[src/rtl/fnd_scan_driver.sv]
// -----------------------------------------------------------------------------
// fnd_scan_driver
//
// Time-multiplexed 4-digit seven-segment (FND) driver. A binary value is
// saturated to 9999, converted to BCD by a sequential double-dabble engine
// (14 shift iterations), and committed atomically into the digit register.
// Four digits are scanned continuously at SCAN_HZ with optional leading-zero
// blanking.
//
// Handshake: update_valid is a request qualified by busy. A request is taken
// on a rising edge only while busy=0; requests while busy=1 are dropped, not
// queued. done pulses for one cycle while the new digits are being committed.
//
// Ports:
//   clk          system clock, rising edge
//   rst_n        asynchronous active-low reset
//   update_valid request to load value (taken only when busy=0)
//   value[13:0]  binary value, saturated to 9999
//   dp[3:0]      decimal-point enables, bit0 = rightmost digit (live)
//   blank_lead   blank leading zeros when 1 (live)
//   busy         conversion in progress (SHIFT or COMMIT)
//   done         one-cycle pulse when digits are committed
//   fnd_com[3:0] digit enables, active-low, one-hot-low
//   fnd_data[7:0] segments, active-low: bit7=dp, bits6:0 = g..a
// -----------------------------------------------------------------------------
module fnd_scan_driver #(
    parameter int CLK_HZ  = 100_000_000,
    parameter int SCAN_HZ = 1000
) (
    input  logic        clk,
    input  logic        rst_n,
    input  logic        update_valid,
    input  logic [13:0] value,
    input  logic [3:0]  dp,
    input  logic        blank_lead,
    output logic        busy,
    output logic        done,
    output logic [3:0]  fnd_com,
    output logic [7:0]  fnd_data
);

    localparam int DIV   = CLK_HZ / SCAN_HZ;
    localparam int DIV_W = (DIV > 1) ? $clog2(DIV) : 1;

    typedef enum logic [1:0] {
        S_IDLE   = 2'd0,
        S_SHIFT  = 2'd1,
        S_COMMIT = 2'd2
    } state_t;

    state_t      state, state_next;
    logic [13:0] bin_q;
    logic [15:0] bcd_q;
    logic [3:0]  iter_q;
    logic [15:0] digits_q;
    logic [DIV_W-1:0] div_q;
    logic [1:0]  idx_q;

    // Add 3 to every nibble that is 5 or more, so the following left shift
    // carries correctly into the next decimal digit.
    function automatic logic [15:0] dabble_adj(input logic [15:0] b);
        logic [15:0] r;
        r[3:0]   = (b[3:0]   >= 4'd5) ? b[3:0]   + 4'd3 : b[3:0];
        r[7:4]   = (b[7:4]   >= 4'd5) ? b[7:4]   + 4'd3 : b[7:4];
        r[11:8]  = (b[11:8]  >= 4'd5) ? b[11:8]  + 4'd3 : b[11:8];
        r[15:12] = (b[15:12] >= 4'd5) ? b[15:12] + 4'd3 : b[15:12];
        return r;
    endfunction

    function automatic logic [6:0] seg(input logic [3:0] d);
        logic [6:0] s;
        case (d)
            4'd0:    s = 7'h40;
            4'd1:    s = 7'h79;
            4'd2:    s = 7'h24;
            4'd3:    s = 7'h30;
            4'd4:    s = 7'h19;
            4'd5:    s = 7'h12;
            4'd6:    s = 7'h02;
            4'd7:    s = 7'h78;
            4'd8:    s = 7'h00;
            4'd9:    s = 7'h10;
            default: s = 7'h7F;
        endcase
        return s;
    endfunction

    // ---------------- conversion FSM: state register ----------------
    always_ff @(posedge clk or negedge rst_n) begin
        if (!rst_n) state <= S_IDLE;
        else        state <= state_next;
    end

    // ---------------- conversion FSM: next state ----------------
    always_comb begin
        state_next = state;
        case (state)
            S_IDLE:   if (update_valid) state_next = S_SHIFT;
            S_SHIFT:  if (iter_q == 4'd13) state_next = S_COMMIT;
            S_COMMIT: state_next = S_IDLE;
            default:  state_next = S_IDLE;
        endcase
    end

    // ---------------- conversion FSM: outputs ----------------
    always_comb begin
        busy = 1'b0;
        done = 1'b0;
        case (state)
            S_SHIFT:  busy = 1'b1;
            S_COMMIT: begin
                busy = 1'b1;
                done = 1'b1;
            end
            default: ;
        endcase
    end

    // ---------------- double-dabble datapath ----------------
    logic [15:0] bcd_adj;
    assign bcd_adj = dabble_adj(bcd_q);

    always_ff @(posedge clk or negedge rst_n) begin
        if (!rst_n) begin
            bin_q    <= '0;
            bcd_q    <= '0;
            iter_q   <= '0;
            digits_q <= '0;
        end else begin
            case (state)
                S_IDLE: begin
                    if (update_valid) begin
                        bin_q  <= (value > 14'd9999) ? 14'd9999 : value;
                        bcd_q  <= '0;
                        iter_q <= '0;
                    end
                end
                S_SHIFT: begin
                    // {bcd,bin} shifted left by one after adjustment
                    bcd_q  <= {bcd_adj[14:0], bin_q[13]};
                    bin_q  <= {bin_q[12:0], 1'b0};
                    iter_q <= iter_q + 4'd1;
                end
                S_COMMIT: digits_q <= bcd_q;
                default: ;
            endcase
        end
    end

    // ---------------- scan divider and digit index ----------------
    always_ff @(posedge clk or negedge rst_n) begin
        if (!rst_n) begin
            div_q <= '0;
            idx_q <= '0;
        end else if (div_q == DIV_W'(DIV - 1)) begin
            div_q <= '0;
            idx_q <= idx_q + 2'd1;
        end else begin
            div_q <= div_q + 1'b1;
        end
    end

    // ---------------- digit select, blanking, registered outputs ----------------
    logic [3:0] cur_digit;
    logic       blank3, blank2, blank1, cur_blank;

    assign cur_digit = digits_q[{idx_q, 2'b00} +: 4];

    // A digit is blanked only if it and every digit above it are zero.
    assign blank3 = blank_lead && (digits_q[15:12] == 4'd0);
    assign blank2 = blank3 && (digits_q[11:8] == 4'd0);
    assign blank1 = blank2 && (digits_q[7:4] == 4'd0);

    always_comb begin
        cur_blank = 1'b0;
        case (idx_q)
            2'd1:    cur_blank = blank1;
            2'd2:    cur_blank = blank2;
            2'd3:    cur_blank = blank3;
            default: cur_blank = 1'b0;
        endcase
    end

    always_ff @(posedge clk or negedge rst_n) begin
        if (!rst_n) begin
            fnd_com  <= 4'b1111;
            fnd_data <= 8'hFF;
        end else begin
            fnd_com  <= ~(4'b0001 << idx_q);
            fnd_data <= {~dp[idx_q], cur_blank ? 7'h7F : seg(cur_digit)};
        end
    end

endmodule

[config.mk]
export PLATFORM = sky130hd
export DESIGN_NAME = fnd_scan_driver
export DESIGN_NICKNAME = d
export VERILOG_FILES = /design/src/rtl/fnd_scan_driver.sv
export SDC_FILE = /design/constraint.sdc
export NUM_CORES = 1
export LEC_CHECK = 0
export CORE_MARGIN = 1
export CORE_UTILIZATION = 45
export CTS_BUF_LIST = sky130_fd_sc_hd__clkbuf_8
export DETAILED_ROUTE_END_ITERATION = 8
export GPL_ROUTABILITY_DRIVEN = 0
export MAX_ROUTING_LAYER = met4
export SLEW_MARGIN = 20
export SYNTH_ARGS = -nofsm -noshare
export SYNTH_HDL_FRONTEND = slang
export SYNTH_SLANG_ARGS = --single-unit
[constraint.sdc]
create_clock -name clk -period 4.75 [get_ports clk]
set_input_delay 1.1875 -clock clk [delete_from_list [all_inputs] [get_ports clk]]
set_output_delay 1.1875 -clock clk [all_outputs]
set_load 0.02 [all_outputs]
; Word-level counts from Yosys, hierarchy flattened
; Memories as Yosys holds them, arrays and structs flattened.
; Cells that the tools add are included.
[op_classes]
order_cmp = 6
n_shift = 2
addsub = 7
bitwise = 2
n_reduce_logical = 11
mux = 21
n_eq_ne = 9
[ops]
columns = cell, n
row1 = 16-bit one-hot mux with 2 select lines, 1
row2 = 14-bit two-way mux, 2
row3 = 14-bit one-hot mux with 2 select lines, 1
row4 = "17-bit by 1-bit adder with 17-bit output, second input constant", 1
row5 = "17-bit equality test, second input constant", 1
row6 = 17-bit two-way mux, 1
row7 = "4-bit by 3-bit >= comparator with 1-bit output, second input constant", 4
row8 = 16-bit two-way mux, 1
row9 = 4-bit two-way mux, 4
row10 = 16-bit by 5-bit variable part select with 4-bit output, 1
row11 = "14-bit greater-than comparator, second input constant", 1
row12 = "4-bit by 2-bit adder with 4-bit output, second input constant", 3
row13 = 4-bit zero test, 3
row14 = 4-bit one-hot mux with 2 select lines, 1
row15 = 7-bit two-way mux, 1
row16 = "2-bit equality test, second input constant", 3
row17 = "4-bit by 1-bit adder with 4-bit output, second input constant", 1
row18 = "2-bit by 1-bit equality test with 1-bit output, second input constant", 2
row19 = "4-bit equality test, second input constant", 1
row20 = 2-bit two-way mux, 2
row21 = "2-bit inequality test, second input constant", 2
row22 = 4-bit inverter, 1
row23 = 2-bit one-hot mux with 2 select lines, 1
row24 = 2-bit AND reduction, 2
row25 = other kinds (13), 17
[word_totals]
memories = 1
word_cells = 68
rom_bits = 112
input_bits = 22
regBits = 83
[mem_list]
columns = name, words, width, read_ports, rd_ports_with_merged_regs, wr, line
row1 = (no name shown), 16, 7, 1, 0, 0, 72  ; case (d)

; Depth between registers and ports, before layout
; Gate-level depths: netlist (run 1).
[logic_depth]
depth_word = 6
mapped_depth = 8
ltp_nobuf = 6

; Least setup slack after synthesis (run 1)
; No wires, ideal clock.
[synth_path]
path_kind = in2reg
startpoint = in value[6]
endpoint = reg bin_q[10]
setup_slack_ns = 2.312
arrival_ns = 2.312
stages = 4
n_path_buf = 0
setup_time_ns = 0.126
cell_sequence = or4_1 a41o_1 a211oi_1 o21ai_1
[synth_between]
elab_chain_len = 4
[synth_lines]
columns = item, line
row1 = start: declaration, 33  ; input logic [13:0] value,
row2 = 14-bit greater-than comparator, 133  ; bin_q <= (value > 14'd9999) ? 14'd9999 : value;
row3 = 14-bit two-way mux, 133
row4 = 14-bit two-way mux, 132  ; if (update_valid) begin
row5 = 14-bit one-hot mux with 2 select lines, 130  ; case (state)
row6 = end signal: assignment, 133
row7 = end signal: assignment, 141  ; bin_q <= {bin_q[12:0], 1'b0};
row8 = end: declaration, 52  ; logic [13:0] bin_q;
; Every way passes these cells. The select of a mux whose other input is x is not followed.
; A chain may end at the register's enable or synchronous reset.

; Worst setup path after layout (run 1)
[layout_path]
startpoint = reg state[0]
endpoint = out done
[layout_between]
elab_chain_len = 2
[layout_lines]
columns = item, line
row1 = start: declaration, 51  ; state_t state, state_next;
row2 = start signal: assignment, 91  ; else state <= state_next;
row3 = 2-bit equality test, 109  ; case (state)
row4 = 1-bit two-way mux, 109
row5 = end: declaration, 37  ; output logic done,
; Every way passes these cells.

==> results of run 1 <==
==> worst min-delay path by stage <==
stage	to	slack (ns)	cells after the start
3_5_place_dp	bin_q[8]	0.46	2
6_report	bin_q[13]	0.48	2
4_1_cts	bin_q[8]	0.48	2
5_1_grt	div_q[0]	0.52	1
2_1_floorplan	bin_q[0]	0.44	2
3_3_place_gp	bin_q[8]	0.46	2
==> layout by cell type, fill, tap and decap left out, types with 4 or more instances in the layout <==
cell type | netlist | layout
o22ai_1 | 5 | 5
a32o_1 | 4 | 4
nor2_1 | 13 | 13
o31ai_1 | 6 | 6
clkdlybuf4s50_1 | 0 | 34
ha_1 | 24 | 24
mux2_2 | 20 | 20
o21ai_1 | 10 | 10
xnor2_1 | 13 | 13
nand3_1 | 6 | 6
inv_1 | 27 | 29
a22o_1 | 6 | 6
xor2_1 | 9 | 9
nor3_1 | 4 | 4
a21o_1 | 4 | 4
o21ai_0 | 19 | 19
nand2b_1 | 8 | 8
dfrtp_1 | 71 | 71
a211oi_1 | 7 | 7
nand4_1 | 4 | 4
dfstp_2 | 12 | 12
nand2_1 | 23 | 23
clkbuf_8 | 0 | 9
a21oi_1 | 15 | 15
==> registers in the layout, indices dropped and copies added, names as in the netlist <==
| register | count |
|---|---|
| bcd_q | 16 |
| bin_q | 14 |
| digits_q | 16 |
| div_q | 17 |
| fnd_com | 4 |
| fnd_data | 8 |
| idx_q | 2 |
| iter_q | 4 |
| state | 2 |
==> cell type report <==
class / instances / area share [%]
clock buffer: 9 / 2.59
clock inverter: 7 / 1.80
inverter: 27 / 2.12
multi-input combinational: 245 / 39.5
sequential: 83 / 43.7
tap: 108 / 2.82
timing repair buffer: 36 / 7.50
==> cells by family after synthesis <==
| group | after synthesis |
|---|---|
| multiplexers | 29 |
| AND/OR/NAND/NOR | 82 |
| adder cells (fa/ha/maj) | 24 |
| AO/OA/AOI/OAI | 88 |
| flip-flops | 83 |
| buffers and inverters | 41 |
| XOR/XNOR | 22 |
==> critical path, delay by kind of cell (launching register included) <==
kind	cells	cell delay (ns)
buffers and inverters	2	0.82
adders and majority gates	1	0.64
DFF	1	0.41
==> power by group <==
group / switching (mW) / internal (mW)
clock: 0.248 / 0.292
sequential: 0.0986 / 0.835
combinational: 0.335 / 0.252
total: 0.681 / 1.38
==> per-layer routing <==
| metal | track usage [%] | part of all wire [%] | vias up |
|---|---|---|---|
| li1 | - | - | 1384 |
| met1 | 23.9 | 49 | 1359 |
| met3 | 2.58 | 2.4 | 4 |
| met2 | 27.8 | 48 | 45 |
| met4 | 6.64 | 0.54 | 0 |
| met5 | - | 0 | - |
==> out/qor.json, run 1 <==
{
  "outcome": "finished, violations left",
  "failing_checks": "DRC",
  "slew_headroom_pct": 39.6,
  "die_w_um": 98.0,
  "synth.top_cell.area_share_pct": 42.8,
  "setup.worst_path.start_class": "register",
  "ports": 36,
  "dr.pass1.iters": 6,
  "preCtsSetupSlack_ns": 1.65,
  "vias_per_cell": 5.42,
  "cts.htree.levels": 3,
  "multiInputGateArea_um2": 1890,
  "syn-cell-area_um2": 4150,
  "worst_skew_late_latency_ns": 0.35,
  "first_global_vias": 2750,
  "tritoncts": "yes",
  "hold-worst-slack_ns": 0.480,
  "setup_repair_after_global_routing_missed_its_margin": "no",
  "grt_remaining_overflow": 0,
  "cts-resized-gates": 0,
  "share_of_layout_cells_above_drive_strength_1_pct": 14.3,
  "post-route-util_pct": 54.4,
  "setup-violations-final": 0,
  "synth_top_cell_by_area": "dfrtp_1",
  "cts-buffers-inserted": 9,
  "totalWireLength_um": 7560,
  "synthesized_net_count": 415,
  "clk_root_buffer_cell": "clkbuf_8",
  "timing.clock.skew_ns": 0.0159,
  "num_antenna_cells": 0,
  "die-height_um": 98.0,
  "leakage_dissipation_nw": 2.10,
  "nNetsFinal": 448,
  "yosys_warnings": 0,
  "synthAdderAreaFrac_pct": 7.24,
  "layout_min_cycle_time_ns": 3.39,
  "synth_enable_flop_cells": 0,
  "dp.cells": 499,
  "ant_nets": 0,
  "initial_antenna_violation_count": 0,
  "floorplan.initialDensity_pct": 47.1,
  "synthMostInstantiatedCell": "dfrtp_1",
  "post-route-drc-count": 3,
  "instances_no_fill": 515,
  "cp_slowest_stage_delay_ns": 0.74,
  "cp_data_required_time_ns": 3.56,
  "core.rowCount": 34,
  "combinational_family_with_the_most_area_after_synthesis": "compound AO/OA/AOI/OAI gates",
  "criticalPathCategory": "register to primary output",
  "hold_violations": 0,
  "detailed_place_hpwl_um": 5190,
  "cts.sinks": 83,
  "timing.final.ws_setup_ns": 1.36,
  "ctsLongestPathBuffers": 2,
  "async_flop_share_pct": 100,
  "seq_area_frac_synth_pct": 50.4,
  "fp.coreArea_um2": 8810,
  "synth_xor_xnor_area_share_pct": 4.64,
  "netlist-cell-type-count": 53,
  "post_synthesis_instance_total": 369,
  "globalRouteTotalUtil_pct": 17.9,
  "dr_total_vias": 2792,
  "timing_max_transition_violations_final": 0,
  "setup.worst_path.end": "done",
  "max-vdd-ir-drop_mv": 0.185,
  "synthFlopType": "dfrtp_1",
  "worst-path-max-fanout": 17,
  "ys_top_cells_by_area": "dfrtp_1 43%, dfstp_2 7.6%, ha_1 7.2%",
  "setup.worst_path.end_class": "primary output",
  "max-cap-violations": 0,
  "timing.rr.start": "state[1]",
  "pwr_density_cell_nw_per_um2": 430,
  "yosys-top-cells-count": "71 x dfrtp_1, 27 x inv_1, 24 x ha_1",
  "fillerInstances": 790,
  "crit_slowest_cell": "clkdlybuf4s50_1",
  "cts_post_setup_buffers_inserted": 0,
  "synth_compound_gate_area_share_pct": 14.0,
  "worst_slew_pin_slew_ns": 0.888,
  "die_area_um2": 9610,
  "critPathArrivalTime_ns": 2.21,
  "grt_first_pass_wirelength_um": 13200,
  "synth_seq_cells": 83,
  "fmax_mhz": 295,
  "final_min_period_over_clock_period_pct": 71.5,
  "worst-r2r-setup-slack_ns": 2.40,
  "detail_route.iter0.violations": 121,
  "final_design_area_no_fill_um2": 4790,
  "holdCritStartpoint": "bin_q[13]",
  "clkTransAtPathRegs_ns": 0.08,
  "r2r-end": "bin_q[7]",
  "totalNegativeSetupSlack_ns": 0,
  "regArea_um2": 2090,
  "layout-area-overhead-vs-synth_pct": 15.4,
  "min-delay-path-class": "register to register",
  "port-buffer-count": 35,
  "grt_start_max_net_pins": 84,
  "ctsHoldBuffers": 0,
  "routedWlPerCell_um": 14.7,
  "cp-startpoint": "state[0]",
  "total_power_mw": 2.06,
  "placed_cell_area_um2": 4580,
  "reg2reg_depth": 6,
  "syn_avg_cell_area_um2": 11.2,
  "muxShareOfSynthArea_pct": 9.29,
  "crit_path_cell_trace": "inv_1 > ha_1 > clkdlybuf4s50_1",
  "post_synth_and_or_nand_nor_area_fraction_pct": 10.3
}
(Power assumes the default switching activity.)
==> run 2, diff against run 1 <==
clock period = 3.5 ns   (was 4.75 ns; I/O delays follow)
==> run 2 against run 1 <==
  * The run still ends with DRC left
  * Clock power grew 49%
  * Hold slack lost 0.00079 ns
  * Sequential share of layout area is 0.36 points lower
  * Critical endpoint unchanged
==> out/qor.json, run 2 (synthesis gave the netlist of run 1 again) <==
{
  "timing_max_transition_violations_final": 0,
  "setup.worst_path.start_class": "register",
  "worst_skew_late_latency_ns": 0.36,
  "timing.clock.skew_ns": 0.0140,
  "first_global_vias": 2903,
  "cp_data_required_time_ns": 2.62,
  "dr_total_vias": 2797,
  "fp.coreArea_um2": 8810,
  "failing_checks": "DRC",
  "critPathArrivalTime_ns": 1.86,
  "floorplan.initialDensity_pct": 47.1,
  "num_antenna_cells": 0,
  "die_w_um": 98.0,
  "ctsLongestPathBuffers": 2,
  "outcome": "finished, violations left",
  "slew_headroom_pct": 50.3,
  "post-route-drc-count": 4,
  "initial_antenna_violation_count": 0,
  "cts-resized-gates": 0,
  "layout.cells.most_common": "dfrtp_1",
  "regMostFlops": "div_q",
  "netSwitchingPower_uw": 920,
  "setup_repair_after_global_routing_missed_its_margin": "no",
  "vias_per_cell": 5.41,
  "clk_root_buffer_cell": "clkbuf_8",
  "most-common-layout-cells": "71 x dfrtp_1, 34 x clkdlybuf4s50_1, 29 x inv_1",
  "worst-r2r-setup-slack_ns": 1.37,
  "share_of_layout_cells_above_drive_strength_1_pct": 14.7,
  "detailed_place_hpwl_um": 5320,
  "totalWireLength_um": 7590,
  "post-route-util_pct": 54.8,
  "preCtsSetupSlack_ns": 0.831,
  "ctsHoldBuffers": 0,
  "ant_nets": 0,
  "detail_route.iter0.violations": 140,
  "worst-path-max-fanout": 17,
  "internal_power_mw": 1.95,
  "sequentialPowerShare_pct": 44.1,
  "timing.final.ws_setup_ns": 0.768,
  "max-vdd-ir-drop_mv": 0.299,
  "fmax_mhz": 366,
  "final_min_period_over_clock_period_pct": 78.1,
  "min-delay-path-class": "register to register",
  "grt_remaining_overflow": 0,
  "layout-area-overhead-vs-synth_pct": 16.4,
  "max-cap-violations": 0,
  "worst_slew_pin_slew_ns": 0.745,
  "nNetsFinal": 450,
  "power_switching_share_pct": 32.0,
  "dr.pass1.iters": 6,
  "ports": 36,
  "leakage_dissipation_nw": 2.13,
  "largest_reg_flops": 17,
  "globalRouteTotalUtil_pct": 18.4,
  "layout_min_cycle_time_ns": 2.73,
  "setup.worst_path.end_class": "primary output",
  "routedWlPerCell_um": 14.7,
  "tritoncts": "yes",
  "port-buffer-count": 35,
  "criticalPathCategory": "register to primary output",
  "pwr_density_cell_nw_per_um2": 594,
  "grt_first_pass_wirelength_um": 13500,
  "totalNegativeSetupSlack_ns": 0,
  "core.rowCount": 34,
  "hold-worst-slack_ns": 0.479,
  "setup-violations-final": 0,
  "power_frac_comb_pct": 27.8,
  "die-height_um": 98.0,
  "clkTransAtPathRegs_ns": 0.07,
  "cts-buffers-inserted": 9,
  "cts_post_setup_buffers_inserted": 0,
  "die_area_um2": 9610,
  "clockPowerShare_pct": 28.0,
  "reg_top3": "div_q x17, bcd_q x16, digits_q x16",
  "grt_start_max_net_pins": 84,
  "cts.sinks": 83,
  "cts.htree.levels": 3,
  "hold_violations": 0
}
-- run 2: power groups by stage --
stage                     Combinational, mW  Clock, mW  Sequential (mW)
after floorplan                       0.602          0             1.25
after global placement                0.799          0             1.28
after detailed placement              0.813          0             1.28
after CTS                             0.817      0.827             1.27
after global routing                  0.926      0.873             1.29
final                                 0.799      0.805             1.27
-- run 2: per-stage QoR --
| stage | cells | power (mW) | cell area (um2) |
|---|---|---|---|
| finish | 517 | 2.87 | 4830 |
| global route | 517 | 3.09 | 4830 |
| CTS | 517 | 2.91 | 4830 |
| detailed placement | 501 | 2.10 | 4590 |
| global placement | 501 | 2.08 | 4590 |
| floorplan | 369 | 1.85 | 4150 |
-- run 2: cell type report --
| cell class | instances | area, um2 |
|---|---|---|
| Clock inverter | 7 | 111 |
| Sequential cell | 83 | 2090 |
| Inverter | 27 | 101 |
| Timing Repair Buffer | 38 | 374 |
| Tap cell | 108 | 135 |
| Fill cell | 764 | 3980 |
| Multi-Input combinational cell | 245 | 1890 |
| Clock buffer | 9 | 124 |
-- run 2: worst max-delay path, cell delays in order, from the launching register on --
cell	delay (ns)
dfrtp_1	0.40
inv_1	0.09
ha_1	0.14
buf_4	0.23
clkdlybuf4s50_1	0.64
-- run 2: layer usage --
metal  share of wire [%]  track usage [%]  vias to the layer above
met2                  48             30.0                       49
met1                  47             22.3                     1352
met5                   0                -                        -
met3                 3.3             3.58                        8
met4                 1.3             7.81                        0
li1                    -                -                     1388
-- run 2: final timing paths --
path	start	end	cells past startpoint
worst max-delay path	state[0]	done	4
worst min-delay path	bin_q[8]	bin_q[8]	2
worst max register to register	state[1]	bcd_q[3]	5
worst min register to register	bin_q[8]	bin_q[8]	2
max in group asynchronous	rst_n	bin_q[5]	1
min in group asynchronous	rst_n	digits_q[12]	1
==> run 3, diff against run 2 <==
clock period = 2.8 ns   (was 3.5 ns; I/O delays follow)
==> run 3 against run 2 <==
  * Clock-buffer cell count grew 1
  * Hold slack got worse by 0.22 ns
  * Critical endpoint is now busy
  * Clock power is 6.3% lower
  * Non-clock buffer count is 4 higher
  * Global-route usage barely moved
  * Register-to-register slack worse by 0.65 ns
  * Final area down 0.52%
  * Clock skew down 0.0062 ns
  * Critical path type unchanged
  * The flow still finishes with violations (DRC)
  * Largest power group unchanged
  * Via count rose by 3.0%
==> out/qor.json, run 3 (synthesis gave the netlist of run 1 again) <==
{
  "outcome": "finished, violations left",
  "failing_checks": "DRC",
  "cts-resized-gates": 0,
  "ant_nets": 0,
  "cts.htree.levels": 3,
  "met3_track_demand_over_resource_pct": 3.36,
  "cts-buffers-inserted": 9,
  "die-height_um": 98.0,
  "grt_start_max_net_pins": 58,
  "post-route-util_pct": 54.6,
  "worst_slew_pin_slew_ns": 0.599,
  "totalWireLength_um": 7740,
  "floorplan.initialDensity_pct": 47.1,
  "dp.cells": 505,
  "die_area_um2": 9610,
  "use_met2_pct": 29.3,
  "grt_first_pass_wirelength_um": 13500,
  "cp_data_required_time_ns": 2.10,
  "reg2reg_depth": 6,
  "setup-violations-final": 0,
  "first_global_vias": 2847,
  "setup.worst_path.end_class": "primary output",
  "global_route.peak_usage_layer": "met2",
  "detail_route.iter0.violations": 103,
  "totalNegativeSetupSlack_ns": 0,
  "reg_top3": "div_q x17, bcd_q x16, digits_q x16",
  "met1_usage_pct": 23.1,
  "worst-path-max-fanout": 3,
  "ctsHoldBuffers": 0,
  "initial_antenna_violation_count": 0,
  "dr_total_vias": 2880,
  "ports": 36,
  "layout-area-overhead-vs-synth_pct": 15.8,
  "grt_remaining_overflow": 0,
  "max-vdd-ir-drop_mv": 0.386,
  "share_of_layout_cells_above_drive_strength_1_pct": 15.5,
  "max-cap-violations": 0,
  "timing.clock.skew_ns": 0.00774,
  "r2r-end": "fnd_data[4]",
  "layout.cells.most_common": "dfrtp_1",
  "worst_skew_late_latency_ns": 0.34,
  "core.rowCount": 34,
  "fmax_mhz": 423,
  "regMostFlops": "div_q",
  "clk_root_buffer_cell": "clkbuf_8",
  "largest_reg_flops": 17,
  "num_antenna_cells": 0,
  "detailed_place_hpwl_um": 5520,
  "nNetsFinal": 454,
  "worst-r2r-setup-slack_ns": 0.72,
  "hold_violations": 0,
  "cts.sinks": 83,
  "most-common-layout-cells": "71 x dfrtp_1, 34 x clkdlybuf4s50_1, 29 x inv_1",
  "globalRouteTotalUtil_pct": 18.4,
  "leakage_dissipation_nw": 2.12,
  "pwr_density_cell_nw_per_um2": 703,
  "clkTransAtPathRegs_ns": 0.08,
  "timing_max_transition_violations_final": 0,
  "fp.coreArea_um2": 8810,
  "post-route-drc-count": 3,
  "min-delay-path-class": "input port to asynchronous set/reset pin",
  "criticalPathCategory": "register to primary output",
  "instances_no_fill": 521,
  "layout_min_cycle_time_ns": 2.36,
  "setup.worst_path.start_class": "register",
  "slew_headroom_pct": 60.1,
  "tritoncts": "yes",
  "die_w_um": 98.0,
  "vias_per_cell": 5.53,
  "cts_post_setup_buffers_inserted": 0,
  "setup_repair_after_global_routing_missed_its_margin": "no",
  "routedWlPerCell_um": 14.9,
  "port-buffer-count": 35,
  "timing.rr.start": "idx_q[0]",
  "final_min_period_over_clock_period_pct": 84.4,
  "dr.pass1.iters": 6,
  "critPathArrivalTime_ns": 1.66,
  "ctsLongestPathBuffers": 2
}
==> run 3: cell types whose count changed in the layout (fill, tap and decap cells not counted) <==
cell / delta
buf_4: +4
bufinv_16: -3
buf_12: +1
buf_6: -1
clkbuf_8: +1
clkinv_2: +1
clkinvlp_4: +1
==> run 3: stage by stage <==
| stage | setup slack, ns | hold slack (ns) | area, um2 | total power, mW |
|---|---|---|---|---|
| floorplan | 0.849 | 0.404 | 4150 | 2.31 |
| global placement | 0.367 | 0.457 | 4630 | 2.63 |
| detailed placement | 0.359 | 0.465 | 4630 | 2.66 |
| CTS | 0.413 | 0.261 | 4800 | 3.43 |
| global route | 0.358 | 0.271 | 4800 | 3.63 |
| finish | 0.436 | 0.257 | 4800 | 3.38 |
==> run 3: report_power, final <==
part,total (mW),internal (mW),switching [mW],leakage (nW)
sequential,1.58,1.42,0.168,1.07
clock,0.754,0.339,0.415,0.0946
combinational,1.04,0.457,0.582,0.952
==> run 3: cell type report <==
cell class	instances	area, um2
clock buffers	10	138
clock inverters	6	33.8
fillers	802	4000
inverters	27	101
multi-input cells	245	1890
flip-flops and latches	83	2090
well taps	108	135
repair buffers	42	413
==> run 3: critical path, cell delays in order (launching register included) <==
cell             delay (ns)
dfrtp_1                0.39
inv_1                  0.07
ha_1                   0.28
clkdlybuf4s50_1        0.59
==> run 3: worst max-delay path by stage <==
stage / startpoint / slack [ns] / end / cells after the start
6_report: state[0] / 0.44 / busy / 3
5_1_grt: state[0] / 0.36 / busy / 3
4_1_cts: state[1] / 0.41 / busy / 3
3_5_place_dp: value[6] / 0.36 / bin_q[3] / 5
3_3_place_gp: value[6] / 0.37 / bin_q[1] / 5
2_1_floorplan: value[6] / 0.85 / bin_q[10] / 4
==> run 3: metal layers <==
metal  vias up  part of all wire (%)
li1       1387                     -
met1      1418                    47
met2        58                    47
met3        17                   2.9
met4         0                   2.2
met5         -                     0
